$ cat src/rtl/cache_port_arbiter.sv
// Round-robin arbiter sharing one 2-way cache controller between two requesters,
// including its two-pass write-back/refill. Define ARB_STATS_EN for per-port miss counters.
module cache_port_arbiter #(
    parameter int TAG_W = 3,
    parameter int IDX_W = 2
) (
    input  logic             clock,
    input  logic             reset_n,
    input  logic             req0,
    input  logic             req1,
    input  logic             rw0,
    input  logic             rw1,
    input  logic [TAG_W-1:0] tag0,
    input  logic [TAG_W-1:0] tag1,
    input  logic [IDX_W-1:0] idx0,
    input  logic [IDX_W-1:0] idx1,
    output logic             ack0,
    output logic             ack1,
    output logic             miss0,
    output logic             miss1,
    output logic [1:0]       grant,
    output logic             busy,
    output logic [TAG_W-1:0] cache_tag,
    output logic [IDX_W-1:0] cache_indice,
    output logic             cache_read_write,
    output logic             cache_en,
    input  logic             cache_hit_miss,
    input  logic             cache_writeback
`ifdef ARB_STATS_EN
   ,output logic [7:0]       miss_cnt0,
    output logic [7:0]       miss_cnt1
`endif
);

    typedef enum logic [1:0] {IDLE, ISSUE, WBACK, DONE} state_t;

    typedef struct packed {
        logic             rw;
        logic [TAG_W-1:0] tag;
        logic [IDX_W-1:0] idx;
    } req_t;

    state_t state;
    logic   ptr;
    req_t   op0, op1, cur;
    logic   pick1;
    logic   fin_miss;

    assign op0 = '{rw: rw0, tag: tag0, idx: idx0};
    assign op1 = '{rw: rw1, tag: tag1, idx: idx1};

    // Port 1 wins when alone, or when both ask and the pointer favours it.
    assign pick1 = req1 & (~req0 | ptr);

    // A refill pass always means the original access missed.
    assign fin_miss = (state == WBACK) | ~cache_hit_miss;

    assign cache_tag        = cur.tag;
    assign cache_indice     = cur.idx;
    assign cache_read_write = cur.rw;

    always_ff @(posedge clock or negedge reset_n) begin
        if (!reset_n) begin
            state    <= IDLE;
            ptr      <= 1'b0;
            cur      <= '0;
            grant    <= 2'b00;
            busy     <= 1'b0;
            cache_en <= 1'b0;
            ack0     <= 1'b0;
            ack1     <= 1'b0;
            miss0    <= 1'b0;
            miss1    <= 1'b0;
        end else begin
            ack0 <= 1'b0;
            ack1 <= 1'b0;
            case (state)
                IDLE: begin
                    if (req0 | req1) begin
                        cur      <= pick1 ? op1 : op0;
                        grant    <= pick1 ? 2'b10 : 2'b01;
                        busy     <= 1'b1;
                        cache_en <= 1'b1;
                        state    <= ISSUE;
                    end
                end
                ISSUE, WBACK: begin
                    // A writeback still flagged during WBACK is a protocol error; finish anyway.
                    if (state == ISSUE && cache_writeback) begin
                        state <= WBACK;
                    end else begin
                        if (grant[0]) miss0 <= fin_miss;
                        else          miss1 <= fin_miss;
                        ack0     <= grant[0];
                        ack1     <= grant[1];
                        cache_en <= 1'b0;
                        state    <= DONE;
                    end
                end
                DONE: begin
                    ptr   <= grant[0];
                    grant <= 2'b00;
                    busy  <= 1'b0;
                    state <= IDLE;
                end
                default: state <= IDLE;
            endcase
        end
    end

`ifdef ARB_STATS_EN
    // Saturating miss counters, bumped once per completed missing access.
    always_ff @(posedge clock or negedge reset_n) begin
        if (!reset_n) begin
            miss_cnt0 <= 8'd0;
            miss_cnt1 <= 8'd0;
        end else if (state == DONE) begin
            if (grant[0] && miss0 && miss_cnt0 != 8'hFF) miss_cnt0 <= miss_cnt0 + 8'd1;
            if (grant[1] && miss1 && miss_cnt1 != 8'hFF) miss_cnt1 <= miss_cnt1 + 8'd1;
        end
    end
`endif

endmodule

$ cat config.mk
export PLATFORM = sky130hd
export DESIGN_NAME = cache_port_arbiter
export DESIGN_NICKNAME = d
export VERILOG_FILES = /design/src/rtl/cache_port_arbiter.sv
export SDC_FILE = /design/constraint.sdc
export NUM_CORES = 1
export LEC_CHECK = 0
export BUFFER_PORTS_ARGS = -buffer_cell sky130_fd_sc_hd__buf_2
export CAP_MARGIN = 20
export CORE_MARGIN = 3
export CORE_UTILIZATION = 50
export CTS_CLUSTER_SIZE = 28
export DETAILED_ROUTE_END_ITERATION = 12
export MAX_ROUTING_LAYER = met4
export PLACE_DENSITY_LB_ADDON = 0.25
export SETUP_SLACK_MARGIN = 0.5
export SYNTH_ARGS = -nofsm -noshare
export SYNTH_HDL_FRONTEND = slang
export SYNTH_SLANG_ARGS = --single-unit
export TNS_END_PERCENT = 10
$ cat constraint.sdc
create_clock -name clock -period 4.55 [get_ports clock]
set_input_delay 0.2275 -clock clock [delete_from_list [all_inputs] [get_ports clock]]
set_output_delay 0.2275 -clock clock [all_outputs]
set_load 0.005 [all_outputs]
==> summary.md, run 1 <==
| Metric | Value |
|---|---|
| Ports | `32` |
| Count leader, synth | `dfrtp_1` |
| Cell Rows | `14` |
| Power Density | `628 nW/µm²` |
| Vias in the first global route | `620` |
| P_leak | `0.518 nW` |
| # setup viols final | `0` |
| Relative slew slack | `72.2%` |
| Reg clk slew, reported paths | `0.09 ns` |
| DRT antenna net count | `0` |
| Clock Sinks | `17` |
| Worst-margin pin slew | `0.417 ns` |
| Hold path start | `tag0[2]` |
| Synthesis-to-layout area growth | `22.0%` |
| Drt drc | `0` |
| Largest cells by area after synthesis | `dfrtp_1 (50%), o21ai_0 (6.4%), a31oi_1 (5.8%), ha_1 (5.8%), nor2_1 (3.9%)` |
| Syn Nets | `104` |
| Die ar. | `2250 µm²` |
| Dpl cells | `127` |
| Synth top cells by count | `dfrtp_1 (17), o21ai_0 (11), nor2_1 (9)` |
| R2R Setup Slk | `2.88 ns` |
| Multi-input logic area | `398 µm²` |
| Critical path launch point type | `flip-flop` |
| R2R Path Start | `state[1]` |
| Final Hold Viols | `0` |
| Final wirelength | `1.78 mm` |
| Starting Density | `55.0%` |
| Final Instance Area | `1050 µm²` |
| Worst-Skew Late Latency | `0.29 ns` |
| Synth area leader | `dfrtp_1` |
| Post-synth EDFFs | `0` |
| CTS tree | `yes` |
| # H-tree levels | `1` |
| First-pass GRT wire length | `2.79 mm` |
| Max-Cap Viols | `0` |
| Total GRT Usage | `18.7%` |
| Maximum vdd ir drop | `0.000349 V` |
| Diode count | `0` |
| Status | `finished clean` |
| WHS Path Cells | `3` |
| Yosys cell types | `22` |
| Hold Path Class | `primary input to flip-flop` |
| RSZ-0062 raised after global routing | `false` |
| Clk root buf | `clkbuf_4` |
| Final max-slew violation count | `0` |
| Async S/R FF share, synth | `100%` |
| Antenna violations before repair | `0` |
| WL/cell | `13.5 µm` |
| GRT overflow | `0` |
| Fin crit share | `36.6%` |
| # fillers | `118` |
| Post-Synthesis Cell Area | `857 µm²` |
| WP data arrival | `1.85 ns` |
| Die H | `47.4 µm` |
| CTS max path bufs | `2` |
| Synth Instances | `82` |
| DP HPWL | `1.32 mm` |
| Core ar. | `1560 µm²` |
| Worst Path Max Fanout | `5` |
| DIE WIDTH | `47.4 µm` |
| Total CTS buffers | `3` |
| Routed vias/inst | `5.40` |
| Placed Area | `1010 µm²` |
| Part of the Yosys area used for sequential elements | `49.6%` |
| Register cell area after layout | `425 µm²` |
| Mean Syn Cell Area | `10.5 µm²` |
| FMAX | `600 MHz` |
| Ys Warns | `0` |
| Nets | `139` |
| Post-route insts no fill | `132` |
| FF-to-FF path depth | `5` |
| CP endpoint kind | `flip-flop` |
| TritonRoute pass-1 iters | `4` |
| Via count | `713` |
| Clock skew | `0.00122 ns` |
| Gpl congestion | `0.796` |
| Setup TNS | `0 ns` |
| Layout cells sized above 1 | `37.1%` |
| Largest net degree at the start of global routing | `18` |
| Post-synth top flop | `dfrtp_1` |
| Top cell type's share of synthesized area | `49.6%` |
| Min-Delay Endpoint | `cache_tag[2]` |
| Yosys reg bits | `17` |
| WS Path Type | `flip-flop to flip-flop` |
| RR Endpoint | `miss1` |
| Min cycle time layout | `1.67 ns` |
| Initial DRC Count | `8` |
| Crit path required time | `4.73 ns` |
| Port Buffer Count | `31` |
[how the worst max path moves through the flow]
stage                     startpoint     to  slack, ns  cells past startpoint
after floorplan             state[0]  miss0       3.05                      5
after global placement      state[1]  miss0       2.97                      5
after detailed placement    state[0]  miss0       2.89                      5
after CTS                   state[0]  miss0       2.88                      5
after global routing        state[0]  miss0       2.76                      5
final                       state[1]  miss1       2.88                      5
[flip-flops by register name (all words and copies together), names as in the netlist]
signal,count
ack1,1
ack0,1
miss0,1
cache_tag,3
miss1,1
cache_read_write,1
busy,1
grant,2
ptr,1
cache_en,1
cache_indice,2
state,2
[power breakdown]
part	leakage [nW]	switching [mW]	internal, mW	total, mW
sequential	0.206	0.0426	0.221	0.263
combinational	0.297	0.151	0.165	0.315
clock	0.0150	0.0447	0.0341	0.0788
[logic make-up (layout without fill, tap and decap cells)]
| group | Yosys count | count (layout) | share of synthesized area [%] |
|---|---|---|---|
| compound gates | 23 | 23 | 16.2 |
| fa+ha+maj | 4 | 4 | 5.84 |
| buf+inv | 5 | 39 | 3.94 |
| flops | 17 | 17 | 49.6 |
| mux | 4 | 4 | 5.69 |
| simple gates | 29 | 29 | 18.7 |
[layer usage]
layer	GRT usage [%]	share of wire, %	up-vias
met5	-	0	-
met4	9.94	2.4	0
met3	4.21	5.7	5
met2	26.5	44	24
met1	24.6	48	326
li1	-	-	358
[layout by cell type, fill, tap and decap left out]
cell           instances
and2_1                 2
nand2_1                4
nor2_1                 9
and2b_2                2
clkbuf_4               3
buf_2                 31
a21bo_2                1
nand3_1                6
and2b_1                1
or2b_1                 1
o21ai_0               11
nand2b_1               2
ha_1                   4
dfrtp_1               17
inv_1                  3
a31oi_1                8
mux2_2                 3
a21boi_2               1
a21oi_1                1
nor3b_4                1
dlygate4sd3_1          1
mux2_4                 1
o21a_1                 1
nor3_1                 1
clkbuf_1               1
[worst max-delay path: stages (launching register included)]
cell and delay [ns]:
dfrtp_1 0.40, inv_1 0.09, ha_1 0.36, a21bo_2 0.25
nor2_1 0.12, mux2_2 0.34
[through the flow]
stage / hold WS [ns] / setup slack [ns] / utilization, % / power, mW
after floorplan: -0.0681 / 3.05 / - / 0.477
after global placement: 0.165 / 2.97 / 64.8 / 0.567
after detailed placement: 0.165 / 2.89 / 64.8 / 0.582
after CTS: 0.199 / 2.88 / 67.1 / 0.664
after global routing: 0.210 / 2.76 / 67.1 / 0.724
final: 0.202 / 2.88 / 67.1 / 0.657
[repair_timing]
action / 4_1_cts / 5_1_grt
gates resized for setup: 0 / 0
hold buffers: 1 / 0
hold endpoints to repair: 17 / 0
setup buffers: 0 / 0
[layout make-up]
cell class                      count  share of cell area [%]
Sequential cell                    17                    40.7
Clock buffer                        4                    2.51
Tap cell                           16                    1.91
Inverter                            3                    1.08
Multi-Input combinational cell     60                    38.0
Timing Repair Buffer               32                    15.8
No activity file was read; power rests on OpenSTA's default activity.
==> run 2, diff against run 1 <==
- CORE_UTILIZATION: 50 -> 47
- clock period: 4.55 -> 1.7 ns (I/O delays scaled with it)
==> run 2 against run 1 <==
Hold slack got worse by 0.15 ns. First-iteration DRC count decreased by 25%. Combinational power increased to 3.5 times the previous value. Cell count increased by 11%. Global-route usage decreased by 1.8 points.
==> summary.md, run 2 (synthesis results as in run 1) <==
| Metric | Value |
|---|---|
| Status | `finished clean` |
| Core ar. | `1610 µm² (+3.4%)` |
| R2R Setup Slk | `0.23 ns (-2.65 ns)` |
| Crit path required time | `1.88 ns (-2.85 ns)` |
| Die H | `48.7 µm (+2.8%)` |
| DRT antenna net count | `0 (unchanged)` |
| Antenna violations before repair | `0 (unchanged)` |
| Nets | `145 (+4.3%)` |
| # setup viols final | `0 (unchanged)` |
| Worst Path Max Fanout | `4 (-1)` |
| Total chip power | `2.02 mW (+210%)` |
| Reg clk slew, reported paths | `0.09 ns (about the same)` |
| Routed vias/inst | `4.99 (-7.7%)` |
| Critical path launch point type | `flip-flop` |
| Worst hold margin | `0.0535 ns (-0.148 ns)` |
| DIE WIDTH | `48.7 µm (+2.8%)` |
| Clock share of power | `10.3% (-1.7 points)` |
| WHS Path Cells | `3 (unchanged)` |
| Hold path start | `rw0` |
| Setup TNS | `0 ns (unchanged)` |
| Largest net degree at the start of global routing | `18 (unchanged)` |
| Most common cell after layout, fill and taps aside | `buf_2` |
| Final Instance Area | `1140 µm² (+9.5%)` |
| Switching share of power | `34.2% (-2.0 points)` |
| First-pass GRT wire length | `3.06 mm (+9.9%)` |
| P_leak | `0.563 nW (+8.7%)` |
| Total CTS buffers | `3 (unchanged)` |
| Max reg flops | `3 (unchanged)` |
| Min cycle time layout | `1.47 ns (-0.198 ns)` |
| Gpl congestion | `0.809 (+1.5%)` |
| Die ar. | `2370 µm² (+5.6%)` |
| # H-tree levels | `1 (unchanged)` |
| Switch Pwr | `0.692 mW (+190%)` |
| Worst-margin pin slew | `0.385 ns (-0.0313 ns)` |
| Port Buffer Count | `31 (unchanged)` |
| Dpl ws | `0.176 ns (-2.72 ns)` |
| RR Endpoint | `miss0` |
| Logic gate share of total power | `55.0% (+7.0 points)` |
| FF-to-FF path depth | `5 (unchanged)` |
| Drt drc | `0 (unchanged)` |
| CP endpoint kind | `flip-flop` |
| Placed Area | `1050 µm² (+3.8%)` |
| Final wirelength | `1.80 mm (+0.96%)` |
| WP data arrival | `1.65 ns (-0.20 ns)` |
| Layout cells sized above 1 | `44.3% (+7.2 points)` |
| Hold Path Class | `primary input to flip-flop` |
| Setup ws final | `0.232 ns (-2.65 ns)` |
| Fin crit share | `86.4% (+50 points)` |
| Diode count | `0 (unchanged)` |
| Final max-slew violation count | `0 (unchanged)` |
| Max-Cap Viols | `0 (unchanged)` |
| TritonRoute pass-1 iters | `4 (unchanged)` |
| Int Power | `1.33 mW (+220%)` |
| Clk root buf | `clkbuf_4` |
| Cell Rows | `14 (unchanged)` |
| Initial DRC Count | `6 (-2)` |
| Worst-Skew Late Latency | `0.28 ns (about the same)` |
| R2R Path Start | `state[0]` |
| Total GRT Usage | `16.9% (-1.8 points)` |
| Ports | `32 (unchanged)` |
| FMAX | `681 MHz (+14%)` |
| CTS tree | `yes` |
| DP HPWL | `1.24 mm (-6.2%)` |
| Vias in the first global route | `648 (+4.5%)` |
| CTS max path bufs | `2 (unchanged)` |
| WS Path Type | `flip-flop to flip-flop` |
| Commonest cells after routing, fill and taps aside | `buf_2 (31), dfrtp_1 (17), o21ai_0 (11)` |
| Via count | `728 (+2.1%)` |
| RSZ-0062 raised after global routing | `true` |
| Synthesis-to-layout area growth | `33.6%` |
| Clock Sinks | `17 (unchanged)` |
| Starting Density | `53.2% (-1.8 points)` |
| Clock skew | `0.00720 ns (+0.00597 ns)` |
| Relative slew slack | `74.3% (+2.1 points)` |
| Sequential power share | `34.8% (-5.2 points)` |
| Final Hold Viols | `0 (unchanged)` |
| WL/cell | `12.3 µm (-8.7%)` |
| Maximum vdd ir drop | `0.00112 V (+220%)` |
| Power Density | `1760 nW/µm² (+180%)` |
| GRT overflow | `0 (unchanged)` |
| Min-Delay Endpoint | `cache_read_write` |
run 2: cell types whose count changed in the layout (fill, tap and decap cells not counted), sizes merged:
cell / delta
buf: +6
run 2: worst max path at each step:
| stage | slack (ns) | end | from |
|---|---|---|---|
| floorplan | 0.26 | miss1 | state[1] |
| global placement | 0.23 | miss0 | state[1] |
| detailed placement | 0.18 | miss0 | state[1] |
| CTS | 0.25 | miss0 | state[0] |
| global route | 0.19 | miss0 | state[0] |
| finish | 0.23 | miss0 | state[0] |
run 2: routing by layer:
metal / GRT usage, % / part of all wire (%)
met5: - / 0
met4: 1.42 / 0.39
met3: 6.13 / 6.9
met2: 26.0 / 49
met1: 22.4 / 44
run 2: per-stage QoR:
stage / utilization, % / std cells
finish: 71.0 / 146
global route: 71.0 / 146
CTS: 71.0 / 146
detailed placement: 65.1 / 135
global placement: 65.1 / 135
floorplan: - / 82
run 2: critical path: stages (launching register included):
cell,delay [ns]
dfrtp_1,0.39
inv_2,0.07
ha_4,0.27
a21boi_4,0.18
and2_4,0.17
mux2_4,0.29
run 2: final cells by class:
class	instances	area, µm²
fillers	137	467
clock buffers	4	26.3
inverters	3	11.3
repair buffers	38	210
multi-input cells	60	442
flip-flops and latches	17	425
well taps	24	30.0
run 2: power by group through the flow:
stage | sequential (mW) | combinational, mW | clock [mW]
after detailed placement | 0.715 | 0.939 | 0
after floorplan | 0.722 | 0.669 | 0
after CTS | 0.702 | 1.11 | 0.214
final | 0.702 | 1.11 | 0.207
after global placement | 0.708 | 0.926 | 0
after global routing | 0.731 | 1.23 | 0.236
run 2: what timing repair did:
item / in CTS / in global routing
pin swaps: 2 / 0
hold buffers: 1 / 0
hold endpoints to repair: 17 / 0
endpoints found under the setup margin: 15 / 16
resized for setup: 3 / 0
setup buffers: 6 / 0
